[config.mk]
export PLATFORM = sky130hd
export DESIGN_NAME = addrc_state_collector
export DESIGN_NICKNAME = d
export VERILOG_FILES = /design/src/rtl/addrc_state_collector.sv
export SDC_FILE = /design/constraint.sdc
export NUM_CORES = 2
export LEC_CHECK = 0
export BUFFER_PORTS_ARGS = -buffer_cell sky130_fd_sc_hd__buf_2
export CELL_PAD_IN_SITES_DETAIL_PLACEMENT = 1
export CELL_PAD_IN_SITES_GLOBAL_PLACEMENT = 2
export CORE_MARGIN = 5
export CORE_UTILIZATION = 35
export CTS_BUF_LIST = sky130_fd_sc_hd__clkbuf_8
export CTS_CLUSTER_SIZE = 24
export DETAILED_ROUTE_END_ITERATION = 12
export GPL_TIMING_DRIVEN = 0
export PLACE_DENSITY_LB_ADDON = 0.1
export SLEW_MARGIN = 20
export SYNTH_ARGS = -nofsm -noshare
export SYNTH_HDL_FRONTEND = slang
export SYNTH_SLANG_ARGS = --single-unit
[constraint.sdc]
create_clock -name clk -period 11.1 [get_ports clk]
set_input_delay 3.33 -clock clk [delete_from_list [all_inputs] [get_ports clk]]
set_output_delay 3.33 -clock clk [all_outputs]
set_load 0.05 [all_outputs]
[src/rtl/addrc_state_collector.sv]
// Bit-serial Keccak state collector for the iota stage output.
// Reassembles 64 slices of 25 bits; exposes slice- and lane-parallel reads.
module addrc_state_collector (
  input  logic        clk,
  input  logic        rst,
  input  logic        start,
  input  logic        pin,
  input  logic        pin_valid,
  input  logic [5:0]  rd_slice,
  output logic [24:0] slice_out,
  input  logic [4:0]  rd_lane,
  output logic [63:0] lane_out,
  output logic        busy,
  output logic        done,
  output logic [6:0]  slice_cnt
);

  typedef enum logic [1:0] {
    S_IDLE,
    S_RECV,
    S_FULL
  } state_t;

  state_t      r_state;
  logic [4:0]  r_bit_cnt;
  logic [6:0]  r_slice_cnt;
  logic [24:0] r_hold;
  logic [24:0] r_mem [64];
  logic        r_busy;
  logic        r_done;

  logic        w_acc;
  logic        w_last_bit;
  logic [4:0]  w_hidx;
  logic [4:0]  w_lidx;
  logic [24:0] w_slice;
  logic [63:0] w_lane;

  assign w_acc      = (r_state == S_RECV) && pin_valid && !start;
  assign w_last_bit = (r_bit_cnt == 5'd24);
  assign w_hidx     = 5'd24 - r_bit_cnt;
  assign w_lidx     = 5'd24 - rd_lane;
  // 25th bit lands in slice bit 0 straight from the pin
  assign w_slice    = {r_hold[24:1], pin};

  always_ff @(posedge clk or negedge rst) begin
    if (!rst) begin
      r_state     <= S_IDLE;
      r_bit_cnt   <= '0;
      r_slice_cnt <= '0;
      r_hold      <= '0;
      r_busy      <= 1'b0;
      r_done      <= 1'b0;
      for (int s = 0; s < 64; s++)
        r_mem[s] <= '0;
    end else if (start) begin
      r_state     <= S_RECV;
      r_bit_cnt   <= '0;
      r_slice_cnt <= '0;
      r_hold      <= '0;
      r_busy      <= 1'b1;
      r_done      <= 1'b0;
    end else if (w_acc) begin
      if (w_last_bit) begin
        r_mem[r_slice_cnt[5:0]] <= w_slice;
        r_bit_cnt   <= '0;
        r_slice_cnt <= r_slice_cnt + 7'd1;
        if (r_slice_cnt == 7'd63) begin
          r_state <= S_FULL;
          r_busy  <= 1'b0;
          r_done  <= 1'b1;
        end
      end else begin
        r_hold[w_hidx] <= pin;
        r_bit_cnt      <= r_bit_cnt + 5'd1;
      end
    end
  end

  // First slice received carries the lane MSBs
  always_comb begin
    w_lane = '0;
    if (rd_lane <= 5'd24) begin
      for (int s = 0; s < 64; s++)
        w_lane[63-s] = r_mem[s][w_lidx];
    end
  end

  assign slice_out = r_mem[rd_slice];
  assign lane_out  = w_lane;
  assign busy      = r_busy;
  assign done      = r_done;
  assign slice_cnt = r_slice_cnt;

endmodule

==> reports/summary.txt <==
status = finished with violations
failing checks = setup timing
CTS tree = done
Worst Tran Pin Value = 1.37 ns
Avg WL per Cell = 45.3 um
Synthesis Warnings = 0
Final TNS setup = -0.369 ns
crit-path max FO = 11
multi-input combinational cell area = 0.0453 mm^2
Pint = 9.84 mW
vias in the first global route = 63600
Die Y = 514 um
total nets after synthesis = 5777
Core ar. = 0.254 mm^2
Max-slew headroom = 8.78%
Final Setup Violations = 7
WP data arrival = 7.93 ns
Port Buffer Count = 108
Remaining Overflow, GRT = 0
Final Max Slew Viols = 0
Tcrit/Tclk final = 101%
hold-critical path depth = 1
worst-path cell chain = buf_4, buf_4, buf_4, buf_2, buf_2, mux2i_1, a22oi_1, o221ai_1, o31ai_1, buf_2
Starting DRT DRC Count = 7296
Worst Skew = 0.0525 ns
first-pass GRT wire length = 592000 um
Synth Register Bits = 1638
RD Place Congestion = 0.978
async set-or-reset flop fraction in the synthesized netlist = 100%
final wirelength = 446000 um
root buf cell = clkbuf_8
PnR worst setup slack = -0.161 ns
power per cell area = 136 mW/mm^2
most frequent cells in the layout = dfrtp_1 (1638), mux2_2 (1353), mux4_2 (860)
Setup Crit Path Kind = in2out
CTS sink cnt = 1638
total CTS buffers = 334
Max VDD drop = 0.138 mV
CP max stage delay = 0.74 ns
row count = 185
Post-route DRC = 0
Final Hold Fails = 0
switching power share of the total = 29.3%
Seq/Total Area, Yosys = 46.0%
vias per cell = 6.30
Die X = 514 um
# IOs = 114
delay-heaviest family, CP = buffers and inverters
Synth Instances = 5754
Levels on crit path = 10
routed vias = 62100
P&R area growth vs syn = 14.8%
kind of end point of the critical path = primary output
initial antenna violation count = 22
combinational fraction of design power = 10.6%
reg2reg path depth = 10
Most used DFF post-synth = dfrtp_1
post-route design area = 0.102 mm^2
HP Class = reg2reg
Hold Buf Count CTS = 0
Net Switching = 4.07 mW
post-place instance area = 0.0949 mm^2
DP HPWL = 350000 um
Clock Latency Late Sink = 1.11 ns
Seq pwr share = 43.0%
Register Area = 0.0410 mm^2
Post-Syn Area = 0.0891 mm^2
layout cells sized above 1 = 55.2%
# H-tree levels = 5
Final Total Pwr = 13.9 mW
CTS clock-pin slew for the worst setup and hold paths = 0.06 ns
crit path buf inv count = 6
Overall Global Routing Usage = 33.3%
Yosys cell types = 61
Max Freq = 88.8 MHz
nets = 6256
Worst Path Required = 7.77 ns
most common cell after layout, fill and taps aside = dfrtp_1
clock network power share = 46.5%
unrepaired setup endpoints after global routing = no
number of flops mapped to enable cells by yosys = 0
First-pass DRT Iterations = 5
Post-Syn Area per Cell = 15.5 um^2
Worst path slowest cell = buf_2
# Max-Cap Violations = 0
initial core utilization = 35.1%
CP startpoint kind = input pin
Pleak = 46.4 nW
DRT antenna net count = 0
Fill cells = 25400
minimum clock period = 11.26 ns
Clock Path Buffers = 4
largest net degree at the start of global routing = 132
Die ar. = 0.265 mm^2
power groups by stage:
| stage | clock network (mW) | logic, mW | registers, mW |
|---|---|---|---|
| after floorplan | 0 | 0.604 | 6.08 |
| after global placement | 0 | 1.35 | 6.10 |
| after detailed placement | 0 | 1.40 | 6.08 |
| after CTS | 6.56 | 1.45 | 5.98 |
| after global routing | 6.83 | 1.48 | 5.97 |
| final | 6.47 | 1.47 | 5.98 |
timing repair:
action,CTS,global route
setup endpoints to repair,89,56
gates resized for setup,186,41
buffers inserted,1,0
endpoints found under the hold margin,0,0
pin swaps,8,7
synthesized netlist by cell type (all sizes together), types with 7 or more instances:
| library cell | count | area, um^2 |
|---|---|---|
| o41ai | 11 | 96.3 |
| nor2b | 23 | 144 |
| o31ai | 11 | 82.6 |
| mux2 | 1607 | 18800 |
| mux2i | 80 | 801 |
| o22ai | 39 | 244 |
| mux4 | 860 | 19400 |
| a211oi | 115 | 863 |
| ha | 7 | 87.6 |
| a22oi | 7 | 52.6 |
| clkbuf | 316 | 1190 |
| o21ai | 57 | 285 |
| nor2 | 174 | 1060 |
| nand2 | 146 | 556 |
| a21oi | 178 | 891 |
| o221ai | 21 | 184 |
| a21o | 7 | 52.6 |
| or3 | 7 | 43.8 |
| buf | 311 | 2210 |
| nand2b | 10 | 62.6 |
| nor3 | 48 | 425 |
| nand3b | 8 | 63.8 |
| dfrtp | 1638 | 41000 |
| nand3 | 15 | 75.1 |
| inv | 10 | 37.5 |
registers in the layout (all words and copies together) (netlist names):
| register | cells |
|---|---|
| r_mem | 1600 |
| r_hold | 24 |
| slice_cnt | 7 |
| r_bit_cnt | 5 |
| r_state | 2 |
worst paths after layout:
check | startpoint | end | slack, ns
max | rd_slice[0] | slice_out[5] | -0.16
min | r_mem[1481] | r_mem[1481] | 0.52
max reg2reg | r_bit_cnt[0] | r_mem[1507] | 7.01
min reg2reg | r_mem[1481] | r_mem[1481] | 0.52
max in group asynchronous | rst | r_mem[895] | 5.83
min in group asynchronous | rst | r_mem[1529] | 2.19
per-layer routing:
metal  global-route usage [%]  up-vias  part of all wire [%]
li1                         -    23300                     -
met1                     46.4    34700                    43
met2                     47.5     3278                    42
met3                     9.77      785                   9.1
met4                     16.2       10                   5.8
met5                    0.493        -                 0.053
cell type report:
cell class                      count  area share (%)
Multi-Input combinational cell   3479            44.3
Antenna cell                       18          0.0440
Buffer                            626            3.67
Clock inverter                    143           0.728
Timing Repair Buffer              144            1.34
Inverter                           10          0.0367
Tap cell                         3366            4.12
Sequential cell                  1638            40.1
Clock buffer                      426            5.73
kinds of logic after synthesis:
kind of cell,count (synthesis),share of synthesized area [%]
xor gates and xnor gates,10,0.0983
and+or+nand+nor,454,2.95
adders and majority gates,7,0.0983
muxes,2547,43.8
AOI/OAI and AO/OA,461,3.23
DFF,1638,46.0
buffers and inverters,637,3.85
worst reg2reg max path, delay by kind of cell, from the launching register on:
family	cells	cell delay [ns]
flip-flops	1	0.50
AND/OR/NAND/NOR	4	1.62
adder cells (fa/ha/maj)	1	0.17
multiplexers	1	0.39
buffers and inverters	4	1.29
metrics by stage:
step	hold slack (ns)	worst slack (ns)	util, %	std cells
floorplan	0.470	0.745	-	5754
global placement	0.494	-32.22	37.0	9228
detailed placement	0.499	-1.91	37.4	9263
CTS	0.512	0.00460	40.3	9832
global route	0.530	0.0306	40.3	9834
finish	0.515	-0.161	40.3	9850
Note: power is estimated with default switching activity, not from simulation.
